File: config.mk
export PLATFORM = sky130hd
export DESIGN_NAME = id_ex_stage
export DESIGN_NICKNAME = d
export VERILOG_FILES = /design/src/rtl/id_ex_stage.sv
export SDC_FILE = /design/constraint.sdc
export NUM_CORES = 1
export LEC_CHECK = 0
export ABC_AREA = 1
export CAP_MARGIN = 10
export CORE_ASPECT_RATIO = 2
export CORE_UTILIZATION = 25
export CTS_CLUSTER_DIAMETER = 80
export DETAILED_ROUTE_END_ITERATION = 10
export HOLD_SLACK_MARGIN = 0.08
export PLACE_DENSITY = 0.59
export SLEW_MARGIN = 20
export SYNTH_ARGS = -nofsm -noshare
export SYNTH_HDL_FRONTEND = slang
export SYNTH_SLANG_ARGS = --single-unit
File: constraint.sdc
create_clock -name clk -period 5.1 [get_ports clk]
set_input_delay 1.275 -clock clk [delete_from_list [all_inputs] [get_ports clk]]
set_output_delay 1.275 -clock clk [all_outputs]
set_load 0.1 [all_outputs]
File: src/rtl/id_ex_stage.sv
// ID/EX pipeline register with operand forwarding, branch/jump resolution and load-use detection.
// Optional feature: define ID_EX_FORWARDING_EN to forward from the M/W stages; otherwise operands come straight from the register file.
module id_ex_stage (
    input  logic        clk,
    input  logic        reset,
    input  logic [31:0] RD1D,
    input  logic [31:0] RD2D,
    input  logic [31:0] ImmExtD,
    input  logic [31:0] PCD,
    input  logic [4:0]  Rs1D,
    input  logic [4:0]  Rs2D,
    input  logic [4:0]  RdD,
    input  logic [2:0]  ALUControlD,
    input  logic        ALUSrcD,
    input  logic        RegWriteD,
    input  logic        MemWriteD,
    input  logic        BranchD,
    input  logic        JumpD,
    input  logic [1:0]  ResultSrcD,
    input  logic [31:0] ALUResultM,
    input  logic [4:0]  RdM,
    input  logic        RegWriteM,
    input  logic [31:0] ResultW,
    input  logic [4:0]  RdW,
    input  logic        RegWriteW,
    input  logic        ZeroE,
    input  logic        StallE,
    input  logic        FlushE,
    output logic [31:0] SrcAE,
    output logic [31:0] SrcBE,
    output logic [2:0]  ALUControlE,
    output logic [31:0] WriteDataE,
    output logic [31:0] PCTargetE,
    output logic [4:0]  RdE,
    output logic [1:0]  ResultSrcE,
    output logic        RegWriteE,
    output logic        MemWriteE,
    output logic        ValidE,
    output logic        PCSrcE,
    output logic        LoadUseStall
);

    typedef struct packed {
        logic [31:0] rd1;
        logic [31:0] rd2;
        logic [31:0] imm;
        logic [31:0] pc;
        logic [4:0]  rs1;
        logic [4:0]  rs2;
        logic [4:0]  rd;
        logic [2:0]  alu_ctrl;
        logic        alu_src;
        logic        reg_write;
        logic        mem_write;
        logic        branch;
        logic        jump;
        logic [1:0]  result_src;
        logic        valid;
    } e_reg_t;

    e_reg_t e_d;
    e_reg_t e_q;

    logic [31:0] fwd_a;
    logic [31:0] fwd_b;
    logic        hazard_src;
    logic        rs_match;

    assign rs_match = (e_q.rd != 5'd0) && ((e_q.rd == Rs1D) || (e_q.rd == Rs2D));

`ifdef ID_EX_FORWARDING_EN
    // Memory stage is checked first so the youngest producer wins; x0 never matches.
    always_comb begin
        fwd_a = e_q.rd1;
        if (RegWriteM && (RdM != 5'd0) && (RdM == e_q.rs1))
            fwd_a = ALUResultM;
        else if (RegWriteW && (RdW != 5'd0) && (RdW == e_q.rs1))
            fwd_a = ResultW;
    end

    always_comb begin
        fwd_b = e_q.rd2;
        if (RegWriteM && (RdM != 5'd0) && (RdM == e_q.rs2))
            fwd_b = ALUResultM;
        else if (RegWriteW && (RdW != 5'd0) && (RdW == e_q.rs2))
            fwd_b = ResultW;
    end

    assign hazard_src = (e_q.result_src == 2'b01);
`else
    logic unused_fwd_inputs;

    // Without forwarding any in-flight register write must be waited out.
    assign fwd_a             = e_q.rd1;
    assign fwd_b             = e_q.rd2;
    assign hazard_src        = e_q.reg_write;
    assign unused_fwd_inputs = ^{ALUResultM, RdM, RegWriteM, ResultW, RdW, RegWriteW};
`endif

    assign LoadUseStall = e_q.valid && hazard_src && rs_match;

    always_comb begin
        e_d = e_q;
        if (FlushE) begin
            e_d = '0;
        end else if (StallE) begin
            e_d = e_q;
        end else if (LoadUseStall) begin
            e_d = '0;
        end else begin
            e_d.rd1        = RD1D;
            e_d.rd2        = RD2D;
            e_d.imm        = ImmExtD;
            e_d.pc         = PCD;
            e_d.rs1        = Rs1D;
            e_d.rs2        = Rs2D;
            e_d.rd         = RdD;
            e_d.alu_ctrl   = ALUControlD;
            e_d.alu_src    = ALUSrcD;
            e_d.reg_write  = RegWriteD;
            e_d.mem_write  = MemWriteD;
            e_d.branch     = BranchD;
            e_d.jump       = JumpD;
            e_d.result_src = ResultSrcD;
            e_d.valid      = 1'b1;
        end
    end

    always_ff @(posedge clk) begin
        if (reset)
            e_q <= '0;
        else
            e_q <= e_d;
    end

    assign SrcAE       = fwd_a;
    assign SrcBE       = e_q.alu_src ? e_q.imm : fwd_b;
    assign WriteDataE  = fwd_b;
    assign PCTargetE   = e_q.pc + e_q.imm;
    assign ALUControlE = e_q.alu_ctrl;
    assign RdE         = e_q.rd;
    assign ResultSrcE  = e_q.result_src;
    assign RegWriteE   = e_q.reg_write;
    assign MemWriteE   = e_q.mem_write;
    assign ValidE      = e_q.valid;
    assign PCSrcE      = e_q.valid && (e_q.jump || (e_q.branch && ZeroE));

endmodule

==> flow_summary.toml <==
[sta]
timing.final.max_slew_violations = 0
final-setup-viol-count = 0
worst_slew_margin_rel_pct = 28.8
clock_skew_ns = 0.0120
hold_viol = 0
post-route-min-period_ns = 4.14
final.period_utilization_pct = 81.1
totalNegativeSetupSlack_ns = 0
rsz0062_at_grt = "no"
fmax_ghz = 0.242
worst_slew_pin_slew_ns = 1.06

[detailed_routing]
via_count = 8570
final_antenna_net_count = 0
route.detailed.vias_per_inst = 4.58
drt_pre_antenna_iters = 5
avgRoutedWirePerCell_um = 17.5
first_iter_violations = 324
detail_route.wirelength_mm = 32.8
detail_route.drc_violations = 0

[setup_path]
critical_path_required_ns = 3.83
rr_worst_depth = 9
path_max_fanout = 33
worst-setup-path-type = "flop to output pin"
crit_path_end_kind = "output pin"
worstReg2RegStart = "RdE[0]"
critical_path_arrival_ns = 2.86
reg2reg_setup_slack_ns = 2.99
worstReg2RegEnd = "e_q[61]"
critPathLaunchType = "flop"

[floorplan]
design.portCount = 377
initial_core_util_pct = 25.4
placeableCoreArea_sq_mm = 0.0351
placementRows = 97
floorplan.die.width_um = 136
die_boundary_height_um = 269
fp.dieArea_sq_mm = 0.0365

[logic_synthesis]
mappedNetlistArea_sq_mm = 0.00891
synth-seq-area-share_pct = 32.3
ys_seq_elements = 144
post_synth.cell_area_avg_sq_um = 7.27
synth-edff-count = 0
postSynth.topFlopCell = "sky130_fd_sc_hd__dfxtp_1"
post_synth_num_cell_types = 31
yosysWarnings = 0
synthesized_instance_count = 1226
asyncSetResetFlopFracSynth_pct = 0
synth_nets = 1492

[final_layout]
area.growth.synth_to_final_pct = 36.3
final_util_pct = 34.6
layout_nets = 1677
postLayoutCellArea_sq_mm = 0.0121
drive_above_1_share_pct = 14.8

[grt]
grt_pass1_wl_mm = 49.8
globalRoute.totalOverflow = 0
grt.total_usage_pct = 18.4
vias_in_the_first_global_route = 8687
grt_antenna_before_repair = 2
grt_start_max_net_pins = 145

[hold_path]
min_path_type = "flop to flop"
worstHoldStart = "SrcAE[11]"
hold_path_cell_cnt = 2
worstHoldEndpoint = "SrcAE[11]"

[clock_network]
clkLatencyLatePin_ns = 0.45
cts_tree = "yes"
ctsResizeCount = 0
cts_setup_buffers = 0
cts.htree.levels = 4
cts_bufs_inserted = 17
ctsRootBufferMaster = "sky130_fd_sc_hd__clkbuf_16"
hold_buffers = 0
cts_sinks = 144
clk_pin_slew_ns = 0.07
clock_tree.buffer_depth = 2

[pwr]
cell_area_power_density_mw_per_mm2 = 265
leakage_nw = 5.04
peakVddDrop_uv = 211

[placed_design]
place_area_sq_mm = 0.0116
port-buffer-count = 300
gpl.final_weighted_congestion = 0.908
hpwl_mm = 24.7

[job]
drv.max_cap_violation_count = 0

[run_status]
outcome = "finished, final reports clean"
## synthesized netlist by cell type (4+ instances only)
library cell               instances  share of area (%)
sky130_fd_sc_hd__a21oi_1         124                7.0
sky130_fd_sc_hd__a21oi_2          50                4.9
sky130_fd_sc_hd__buf_1            10               0.42
sky130_fd_sc_hd__buf_12            5                1.1
sky130_fd_sc_hd__buf_2            26                1.5
sky130_fd_sc_hd__buf_4            74                6.2
sky130_fd_sc_hd__clkbuf_1         24                1.0
sky130_fd_sc_hd__dfxtp_1         144                 32
sky130_fd_sc_hd__ha_1             31                4.4
sky130_fd_sc_hd__inv_1            81                3.4
sky130_fd_sc_hd__inv_2             5               0.21
sky130_fd_sc_hd__mux2_2           32                4.0
sky130_fd_sc_hd__nand2_1         346                 15
sky130_fd_sc_hd__nand3_1         123                6.9
sky130_fd_sc_hd__nand3_2          50                5.6
sky130_fd_sc_hd__nor2_1           49                2.1
sky130_fd_sc_hd__o21ai_0          11               0.62
sky130_fd_sc_hd__o21bai_1          4               0.34
sky130_fd_sc_hd__xnor2_1           4               0.39
sky130_fd_sc_hd__xor2_1           14                1.4
## worst max-delay path, cell delays in order (launching register included)
cell and delay [ns]:
sky130_fd_sc_hd__dfxtp_2 0.92, sky130_fd_sc_hd__mux2_2 0.30, sky130_fd_sc_hd__clkdlybuf4s50_1 1.19
## layout by cell type, fill, tap and decap left out, types with 2 or more instances in the layout
master,n
sky130_fd_sc_hd__inv_1,81
sky130_fd_sc_hd__inv_6,7
sky130_fd_sc_hd__and2_1,2
sky130_fd_sc_hd__a21oi_1,124
sky130_fd_sc_hd__mux2_2,32
sky130_fd_sc_hd__a21oi_2,50
sky130_fd_sc_hd__o21a_1,2
sky130_fd_sc_hd__nand3b_1,3
sky130_fd_sc_hd__inv_8,5
sky130_fd_sc_hd__clkbuf_16,17
sky130_fd_sc_hd__buf_12,4
sky130_fd_sc_hd__nand4_1,3
sky130_fd_sc_hd__inv_2,4
sky130_fd_sc_hd__nand3_1,123
sky130_fd_sc_hd__diode_2,2
sky130_fd_sc_hd__clkinv_1,2
sky130_fd_sc_hd__o21ai_0,11
sky130_fd_sc_hd__buf_4,35
sky130_fd_sc_hd__nand2_1,346
sky130_fd_sc_hd__clkinv_4,3
sky130_fd_sc_hd__ha_1,31
sky130_fd_sc_hd__clkdlybuf4s50_1,267
sky130_fd_sc_hd__nor3_1,2
sky130_fd_sc_hd__nor2_1,49
sky130_fd_sc_hd__xnor2_1,4
sky130_fd_sc_hd__nand3_2,50
sky130_fd_sc_hd__xor2_1,14
sky130_fd_sc_hd__dfxtp_1,143
sky130_fd_sc_hd__o21bai_1,4
## layer usage
| layer | track usage (%) | vias to the layer above | wire [um] |
|---|---|---|---|
| met3 | 5.04 | 58 | 1860 |
| li1 | - | 4312 | - |
| met4 | 10.8 | 0 | 1610 |
| met5 | 0 | - | 0 |
| met1 | 19.0 | 3936 | 12400 |
| met2 | 33.0 | 264 | 16900 |
## final cells by class
type | instances | area, sq um
diodes | 2 | 5.00
multi-input cells | 854 | 4780
flip-flops and latches | 144 | 2880
well taps | 445 | 557
repair buffers | 306 | 3020
fillers | 3684 | 22900
inverters | 88 | 335
clock inverters | 15 | 140
clock buffers | 17 | 425
## cells by family (layout without fill, tap and decap cells)
family / after synthesis / after routing / share of synthesized area, %
mux: 32 / 32 / 4.04
other cells: 0 / 2 / 0
buf+inv: 228 / 426 / 14.1
xor+xnor: 18 / 18 / 1.77
flops: 144 / 144 / 32.3
simple gates: 581 / 581 / 30.1
fa+ha+maj: 32 / 32 / 4.58
compound gates: 191 / 191 / 13.0
## sequential cells by signal, summed over array words and instances (netlist names)
signal,cells
MemWriteE,1
ALUControlE,3
RdE,5
RegWriteE,1
ValidE,1
SrcAE,32
e_q,67
ResultSrcE,2
WriteDataE,32
## where the power goes
part / internal (mW) / switching [mW]
logic: 0.251 / 0.522
clock network: 0.649 / 0.600
registers: 1.16 / 0.0349
total: 2.06 / 1.16
## metrics by stage
stage	hold slack (ns)	std cells	power, mW	setup WS [ns]
global placement	0.442	1837	2.00	1.03
floorplan	0.437	1226	1.75	1.01
global route	0.475	1870	3.34	0.789
detailed placement	0.451	1837	2.00	1.03
finish	0.454	1871	3.22	0.962
CTS	0.457	1869	3.26	0.878
## worst max path at each step
stage / startpoint / to
2_1_floorplan: e_q[26] / PCTargetE[12]
3_3_place_gp: Rs2D[1] / LoadUseStall
3_5_place_dp: Rs2D[1] / LoadUseStall
4_1_cts: e_q[7] / SrcBE[6]
5_1_grt: e_q[7] / SrcBE[6]
6_report: e_q[7] / SrcBE[6]
(Power assumes the default switching activity.)
